<file path="config.mk">
export PLATFORM = sky130hd
export DESIGN_NAME = trap_ctrl
export DESIGN_NICKNAME = d
export VERILOG_FILES = /design/src/rtl/trap_ctrl.sv
export SDC_FILE = /design/constraint.sdc
export NUM_CORES = 1
export LEC_CHECK = 0
export BUFFER_PORTS_ARGS = -buffer_cell sky130_fd_sc_hd__buf_2
export CELL_PAD_IN_SITES_DETAIL_PLACEMENT = 1
export CELL_PAD_IN_SITES_GLOBAL_PLACEMENT = 1
export CORE_MARGIN = 3
export CORE_UTILIZATION = 24
export CTS_CLUSTER_DIAMETER = 50
export CTS_CLUSTER_SIZE = 28
export DETAILED_ROUTE_END_ITERATION = 12
export GPL_TIMING_DRIVEN = 1
export PLACE_DENSITY = 0.74
export SYNTH_ARGS = -nofsm -noshare
export SYNTH_HDL_FRONTEND = slang
export SYNTH_SLANG_ARGS = --single-unit
export TNS_END_PERCENT = 30
</file>
<file path="constraint.sdc">
create_clock -name clk -period 1.8 [get_ports clk]
set_clock_uncertainty 0.2 [all_clocks]
set_input_delay 0.27 -clock clk [delete_from_list [all_inputs] [get_ports clk]]
set_output_delay 0.27 -clock clk [all_outputs]
set_load 0.05 [all_outputs]
</file>
<file path="src/rtl/trap_ctrl.sv">
// Trap/return sequencer between MEM and the CSR file: prioritises exceptions, interrupt and mret.
// Optional macro TRAP_VECTORED_EN enables vectored interrupt targets when mtvec[1:0]==2'b01.
module trap_ctrl #(
   parameter logic [31:0] RESET_PC = 32'h0
) (
   input  logic        clk,
   input  logic        rst,
   input  logic        valid_m,
   input  logic [31:0] pc_m,
   input  logic [31:0] inst_m,
   input  logic [31:0] bad_addr_m,
   input  logic        exc_iam,
   input  logic        exc_ill,
   input  logic        exc_ecall,
   input  logic        exc_lam,
   input  logic        exc_sam,
   input  logic        mret_m,
   input  logic        ext_irq,
   input  logic [31:0] mstatus,
   input  logic [31:0] mtvec,
   input  logic [31:0] mepc_o,
   output logic        is_trap,
   output logic        is_mret,
   output logic [31:0] mepc,
   output logic [31:0] mcause,
   output logic [31:0] mtval,
   output logic        kill_m,
   output logic        stall,
   output logic        redirect,
   output logic [31:0] redirect_pc
);

   typedef enum logic [1:0] {IDLE, TRAP, RET, REDIR} state_t;

   state_t      state, state_nx;
   logic        irq_meta, irq_s;
   logic        irq_take, take_trap, take_ret;
   logic        from_ret;
   logic [31:0] cause_sel, tval_sel;
   logic [31:0] trap_base, vec_off;
   logic        unused_bits;

   assign unused_bits = ^{mstatus[31:4], mstatus[2:0], mtvec[1:0], mcause[30]};
   assign irq_take    = irq_s & mstatus[3] & valid_m;

   always_comb begin
      take_trap = 1'b0;
      cause_sel = '0;
      tval_sel  = '0;
      if (state == IDLE && valid_m) begin
         take_trap = 1'b1;
         if (irq_take) begin
            cause_sel = 32'h8000_000B;
         end else if (exc_iam) begin
            cause_sel = 32'd0;
            tval_sel  = bad_addr_m;
         end else if (exc_ill) begin
            cause_sel = 32'd2;
            tval_sel  = inst_m;
         end else if (exc_ecall) begin
            cause_sel = 32'd11;
         end else if (exc_lam) begin
            cause_sel = 32'd4;
            tval_sel  = bad_addr_m;
         end else if (exc_sam) begin
            cause_sel = 32'd6;
            tval_sel  = bad_addr_m;
         end else begin
            take_trap = 1'b0;
         end
      end
   end

   assign take_ret = (state == IDLE) & mret_m & valid_m & ~take_trap;
   assign kill_m   = rst & (take_trap | take_ret);

   always_comb begin
      state_nx = state;
      is_trap  = 1'b0;
      is_mret  = 1'b0;
      stall    = 1'b0;
      redirect = 1'b0;
      case (state)
         IDLE: begin
            if (take_trap)     state_nx = TRAP;
            else if (take_ret) state_nx = RET;
         end
         TRAP: begin
            is_trap  = 1'b1;
            stall    = 1'b1;
            state_nx = REDIR;
         end
         RET: begin
            is_mret  = 1'b1;
            stall    = 1'b1;
            state_nx = REDIR;
         end
         REDIR: begin
            stall    = 1'b1;
            redirect = 1'b1;
            state_nx = IDLE;
         end
         default: state_nx = IDLE;
      endcase
   end

   assign trap_base = {mtvec[31:2], 2'b00};
`ifdef TRAP_VECTORED_EN
   assign vec_off = (mcause[31] && mtvec[1:0] == 2'b01) ? {mcause[29:0], 2'b00} : '0;
`else
   assign vec_off = '0;
`endif

   always_comb begin
      redirect_pc = RESET_PC;
      if (state == REDIR) redirect_pc = from_ret ? mepc_o : (trap_base + vec_off);
   end

   // mcause/mtval registers double as the last-trap copies replayed on mret
   always_ff @(posedge clk or negedge rst) begin
      if (!rst) begin
         state    <= IDLE;
         irq_meta <= 1'b0;
         irq_s    <= 1'b0;
         mepc     <= '0;
         mcause   <= '0;
         mtval    <= '0;
         from_ret <= 1'b0;
      end else begin
         state    <= state_nx;
         irq_meta <= ext_irq;
         irq_s    <= irq_meta;
         if (take_trap) begin
            mepc     <= pc_m;
            mcause   <= cause_sel;
            mtval    <= tval_sel;
            from_ret <= 1'b0;
         end else if (take_ret) begin
            mepc     <= mepc_o;
            from_ret <= 1'b1;
         end
      end
   end

endmodule

</file>
==> qor.yml, run 1 <==
outcome:
  status: "complete, but fails checks"
  failed_checks: "negative setup slack"
synth:
  netlist_area_sq_mm: 0.00407
  synth_xor_xnor_area_share: 0
  synth_area_leaders: "dfrtp_1 (45%), nor2b_1 (9.7%), a221o_1 (7.9%), mux2i_1 (7.9%), a22oi_1 (5.9%)"
  yosysSeqAreaShare: 0.449
  synth_mux_area_frac: 0.0815
  synth.most_common_cell: "dfrtp_1"
  synth_commonest_cells: "dfrtp_1 (73), nor2b_1 (63), nand2_1 (38)"
  synth-simple-area-share: 0.152
  synth_edf_count: 0
  synth-async-reset-ratio: 1.00
  ys_dominant_reg_cell: "dfrtp_1"
  synth_top_area_frac: 0.449
  post_synth_fa_ha_maj_area_fraction: 0.0154
  ys_ff_latch: 73
  syn-mean-instance-area_sq_um: 10.2
  yosysWarnings: 0
  synth_area_leader_cell: "dfrtp_1"
  ys_types: 34
  synth_compound_area_frac: 0.205
  synthCells: 398
  synth_top_family_by_area: "compound AO/OA/AOI/OAI gates"
global_route:
  grt_pass1_wl_um: 27300
  grt_antenna_before_repair: 1
  grt_pass1_vias: 5079
  grt_max_degree: 74
  gr-total-overflow: 0
  grt_usage: 0.189
timing:
  hold_violations: 0
  fmax_mhz: 486
  post-route-period-util: 1.14
  finalCriticalPeriod_ns: 2.06
  fin_hold_ws_ns: 0.0159
  layout_setup_ws_ns: -0.257
  slew_violations: 0
  report.final.setup_viol: 66
  rsz0062_at_grt: "true"
floorplanning:
  die_w_um: 136
  ios: 335
  dieArea_sq_mm: 0.0186
  initial_utilization: 0.251
  rows: 46
  die_y_um: 136
  coreArea_sq_mm: 0.0162
setup_path:
  crit_chain: "buf_12 -> clkbuf_16 -> mux2i_4 -> nor2b_4 -> buf_8"
  critPathLaunchType: "register"
  crit_type: "register to output port"
  worstPathMaxFanout: 6
  reg2reg_depth: 8
  crit_slowest_cell: "dfrtp_2"
  worstPathArrival_ns: 1.59
  critPathRequiredTime_ns: 1.33
  endpoint_kind: "output port"
  critPathMaxStageDelay_ns: 0.41
layout:
  nFillCells: 1839
  multiInputGateArea_sq_mm: 0.00251
  design_area_sq_mm: 0.00772
  area_growth_pct: 89.8
  regArea_sq_mm: 0.00183
  drive_above_1_share: 0.541
  post-route-util: 0.476
  layout.nets: 951
drt:
  wl_um: 19400
  first_pass_iters: 4
  drt_iter0_drc: 225
  via_per_inst: 4.76
  routedWlPerCell_um: 20.1
  drtAntennaViolNets: 0
  vias: 4594
  drcViolationCount: 0
clock_network:
  clkSlewWorstSetupHoldPaths_ns: 0.06
  cts_buffer_depth: 2
  clock_latency_ns: 0.33
  htreeDepth: 3
  cts_tree: "done"
  cts_buffers: 9
  root_buffer: "clkbuf_16"
  cts_sinks: 73
power:
  ir_worst_vdd_v: 0.000948
  p_leak_nw: 3.72
  pwr_density_cell_mw_per_mm2: 1920
flow_run:
  maxCapViolCount: 0
placement:
  place_hpwl_um: 12200
  port_buffers: 274
  place_area_sq_mm: 0.00601
  place_congestion: 0.788
min_path:
  hp-class: "primary input to register"
  hold_path_depth: 2
logic make-up (layout without fill, tap and decap cells):
logic type	after synthesis	in the layout
other	1	28
flip-flops	73	73
adder cells (fa/ha/maj)	5	5
AND/OR/NAND/NOR	113	113
AO/OA/AOI/OAI	109	109
buffers and inverters	64	389
multiplexers	33	33
worst max-delay path, delay by kind of cell, from the launching register on:
kind	cells	cell delay [ns]
buffers and inverters	3	0.50
DFF	1	0.41
muxes	1	0.21
and+or+nand+nor	1	0.14
registers in the layout (all words and copies together), names as in the netlist:
register and flops:
from_ret 1, irq_meta 1, irq_s 1, mcause 4
mepc 32, mtval 32, state 2
layer usage:
metal  wire length [um]  part of all wire  vias up  global-route usage
li1                   -                 -     2068                   -
met1               6850              0.35     2260               0.192
met2              10500              0.54      224               0.355
met3               1490             0.077       40              0.0581
met4                535             0.028        2              0.0773
met5                 13           0.00067        -                   0
stage by stage:
step                      setup WS, ns  setup TNS, ns  cells  power [mW]
final                           -0.257          -9.29    966        14.8
after detailed placement        -0.160          -3.64    879        11.1
after floorplan                -0.0145         -0.258    424        9.04
after global placement         -0.0614          -1.48    879        10.9
after CTS                       -0.254          -8.98    956        13.7
after global routing            -0.291         -13.44    965        15.5
path summary, 6_finish.rpt:
path                                      start              endpoint  slack, ns
max reg2reg                state[0]$_DFFE_PN0P_  mepc[23]$_DFFE_PN0P_      -0.10
min in group asynchronous                   rst   mepc[7]$_DFFE_PN0P_       0.35
max in group asynchronous                   rst  from_ret$_DFFE_PN0P_       0.65
min reg2reg                  irq_meta$_DFF_PN0_       irq_s$_DFF_PN0_       0.15
max                        from_ret$_DFFE_PN0P_        redirect_pc[8]      -0.26
min                                  mepc_o[14]  mepc[14]$_DFFE_PN0P_       0.02
placed cells by master (no fill, tap or decap), types with 2 or more instances in the layout:
cell / count
buf_2: 236
dfrtp_1: 72
dlygate4sd3_1: 60
nand2_1: 36
a22oi_1: 32
nor2b_1: 32
a221o_1: 32
nor2b_4: 30
conb_1: 27
buf_6: 25
o21ai_0: 21
buf_8: 17
mux2i_4: 15
clkbuf_16: 13
mux2i_2: 12
buf_4: 12
buf_12: 12
o21ai_1: 10
mux2i_1: 5
inv_1: 4
a21oi_1: 3
ha_4: 3
inv_2: 2
and3_4: 2
nor2_2: 2
nand3_1: 2
o22a_1: 2
ha_2: 2
bufinv_16: 2
power by group:
| group | switching [mW] | internal [mW] |
|---|---|---|
| Combinational | 6.37 | 3.60 |
| Clock | 0.735 | 1.26 |
| Sequential | 0.430 | 2.41 |
what timing repair did:
| item | 4_1_cts | 5_1_grt |
|---|---|---|
| endpoints found under the setup margin | 78 | 102 |
| gates cloned | 0 | 6 |
| hold buffers | 60 | 0 |
| gates resized for setup | 78 | 86 |
| setup buffers | 1 | 3 |
| pin swaps | 3 | 5 |
| hold endpoints to repair | 106 | 0 |
cell type report:
cell class,count,area share
Timing Repair Buffer,366,0.356
Multi-Input combinational cell,287,0.326
Sequential cell,73,0.237
Tap cell,216,0.0350
Clock buffer,10,0.0309
Clock inverter,6,0.0117
Inverter,7,0.00373
Antenna cell,1,0.000324
Note: power is estimated with default switching activity, not from simulation.
==> run 2: changes to the inputs <==
==> constraint.sdc (replaced) <==
create_clock -name clk -period 1.8 [get_ports clk]
set_clock_uncertainty 0.2 [all_clocks]
set_input_delay 0.09 -clock clk [delete_from_list [all_inputs] [get_ports clk]]
set_output_delay 0.09 -clock clk [all_outputs]
set_load 0.05 [all_outputs]
==> run 2 against run 1 <==
Net effect:
- the run still ends with negative setup slack left
- via count rose by 9.2%
- critical path depth rose by 4
- sequential cell count did not move
- first-iteration DRC count rose by 24%
- global-route usage rose by 2.2 points
- power fell by 0.14%
- sequential power rose by 3%
- final cell count rose by 9.5%
- critical path type is now register to register
- critical endpoint is now mepc[6]$_DFFE_PN0P_
==> qor.yml, run 2 (synthesis gave the netlist of run 1 again) <==
setup_path:
  critPathLaunchType: "register"  # unchanged
  worstPathMaxFanout: 6  # unchanged
  endpoint_kind: "register"  # was output port
  crit_type: "register to register"  # was register to output port
  r2r_setup_slack_ns: -0.17  # was -0.10 ns
  worstPathArrival_ns: 2.05  # was 1.59 ns
  critPathRequiredTime_ns: 1.88  # was 1.33 ns
timing:
  fmax_mhz: 507  # was 486 MHz
  maxSlewHeadroom: 0.641
  finalCriticalPeriod_ns: 1.97  # was 2.06 ns
  tightest_slew_ns: 0.537
  finalSetupTns_ns: -7.82  # was -9.29 ns
  post-route-period-util: 1.09  # was 1.14
  slew_violations: 0  # unchanged
  rsz0062_at_grt: "true"  # unchanged
  layout_setup_ws_ns: -0.171  # was -0.257 ns
  hold_violations: 0  # unchanged
  fin_hold_ws_ns: 0.0321  # was 0.0159 ns
  report.final.setup_viol: 97  # was 66
layout:
  drive_above_1_share: 0.509  # was 0.541
  multiInputGateArea_sq_mm: 0.00236  # was 0.00251 sq mm
  layout.cells.non_filler: 1058  # was 966
  final_common_cell: "buf_2"  # unchanged
  most-common-layout-cells: "buf_2 (239), dlygate4sd3_1 (135), dfrtp_1 (72)"  # was buf_2 (236), dfrtp_1 (72), dlygate4sd3_1 (60)
  post-route-util: 0.522  # was 0.476
  layout.nets: 1040  # was 951
  nFillCells: 1831  # was 1839
  reg_top3: "mepc x32, mtval x32, mcause x4"  # unchanged
  area_growth_pct: 108  # was 89.8%
  regArea_sq_mm: 0.00183  # unchanged
drt:
  vias: 5018  # was 4594
  drt_iter0_drc: 280  # was 225
  routedWlPerCell_um: 21.2  # was 20.1 um
  first_pass_iters: 5  # was 4
  via_per_inst: 4.74  # was 4.76
  drtAntennaViolNets: 0  # unchanged
  wl_um: 22400  # was 19400 um
  drcViolationCount: 0  # unchanged
floorplanning:
  dieArea_sq_mm: 0.0186  # unchanged
  die_w_um: 136  # unchanged
  ios: 335  # unchanged
  coreArea_sq_mm: 0.0162  # unchanged
  initial_utilization: 0.251  # unchanged
  rows: 46  # unchanged
  die_y_um: 136  # unchanged
global_route:
  grt_antenna_before_repair: 5  # was 1
  gr-total-overflow: 0  # unchanged
  grt_pass1_wl_um: 29900  # was 27300 um
  grt_max_degree: 74  # unchanged
  grt_pass1_vias: 5464  # was 5079
  grt_usage: 0.210  # was 0.189
clock_network:
  cts_buffer_depth: 2  # unchanged
  clkSlewWorstSetupHoldPaths_ns: 0.06  # about the same
  cts_sinks: 73  # unchanged
  root_buffer: "clkbuf_16"  # unchanged
  cts_tree: "done"  # unchanged
  cts_buffers: 9  # unchanged
  htreeDepth: 3  # unchanged
  clock_latency_ns: 0.34  # was 0.33 ns
placement:
  port_buffers: 274  # unchanged
  place_congestion: 0.728  # was 0.788
  place_ws_ns: -0.102  # was -0.160 ns
  dp_cells: 878  # was 879
  place_hpwl_um: 11800  # was 12200 um
power:
  pwr_density_cell_mw_per_mm2: 1750  # was 1920 mW/mm^2
  p_int_mw: 7.18  # was 7.27 mW
  swShare: 0.514  # was 0.509
  pwr-share-seq: 0.198  # was 0.192
  ir_worst_vdd_v: 0.000857  # was 0.000948 V
  clkPwrFrac: 0.131  # was 0.135
  switchingPower_mw: 7.60  # was 7.53 mW
  p_leak_nw: 4.13  # was 3.72 nW
  comb_power_share: 0.671  # was 0.674
min_path:
  hp-class: "primary input to register"  # unchanged
flow_run:
  maxCapViolCount: 0  # unchanged
outcome:
  status: "complete, but fails checks"  # unchanged
  failed_checks: "negative setup slack"  # unchanged
==> run 2: changes by cell type in the layout (fill, tap and decap cells not counted), moves of 5 or more <==
cell	delta
buf_4	+5
buf_6	+12
buf_8	-13
dlygate4sd3_1	+75
mux2i_1	+24
mux2i_2	-11
mux2i_4	-13
nand2_1	-15
nand2_4	+11
nor2b_1	-11
nor2b_2	+30
nor2b_4	-19
o21ai_0	-12
o21ai_2	+11
==> run 2: what timing repair did <==
action | CTS | global route
gates cloned | 2 | 9
pin swaps | 5 | 18
setup endpoints to repair | 76 | 104
hold buffers | 135 | 1
endpoints found under the hold margin | 142 | 1
setup buffers | 3 | 12
resized for setup | 92 | 99
==> run 2: power groups by stage <==
stage               logic, mW  registers [mW]  clock network [mW]
floorplan                3.31            5.33                   0
global placement         7.78            2.79                   0
detailed placement       7.93            2.80                   0
CTS                      8.88            2.80                1.98
global route             10.3            3.01                2.06
finish                   9.92            2.92                1.94
==> run 2: path summary, 6_finish.rpt <==
path                       depth (start not counted)                  from                     to
hold reg to reg                                    0    irq_meta$_DFF_PN0_        irq_s$_DFF_PN0_
min in group asynchronous                          3                   rst    mepc[8]$_DFFE_PN0P_
setup reg to reg                                   9  state[1]$_DFFE_PN0P_    mepc[6]$_DFFE_PN0P_
setup / recovery                                   9  state[1]$_DFFE_PN0P_    mepc[6]$_DFFE_PN0P_
hold / removal                                     4               exc_sam  mcause[1]$_DFFE_PN0P_
max in group asynchronous                          3                   rst   from_ret$_DFFE_PN0P_
==> run 2: critical path, cell delays in order (launching register included) <==
cell,delay (ns)
dfrtp_1,0.39
inv_2,0.09
ha_4,0.15
nand2_4,0.06
buf_6,0.12
buf_6,0.12
a31oi_4,0.29
buf_4,0.20
clkbuf_16,0.15
a221o_1,0.14
==> run 2: through the flow <==
step	area (sq um)	power (mW)
6_report	8470	14.8
5_1_grt	8470	15.4
4_1_cts	7860	13.7
3_5_place_dp	5820	10.7
3_3_place_gp	5820	10.6
2_1_floorplan	4250	8.64
==> run 2: layer usage <==
layer,track usage,wire length (um)
met1,0.227,8100
met4,0.106,771
met2,0.381,12200
met5,0,0
met3,0.0511,1380
==> run 2: layout make-up <==
type                            instances  share of cell area
Inverter                                7             0.00310
Multi-Input combinational cell        287               0.279
Tap cell                              216              0.0319
Clock buffer                           12              0.0291
Clock inverter                          3             0.00768
Timing Repair Buffer                  455               0.432
Sequential cell                        73               0.216
Antenna cell                            5             0.00148
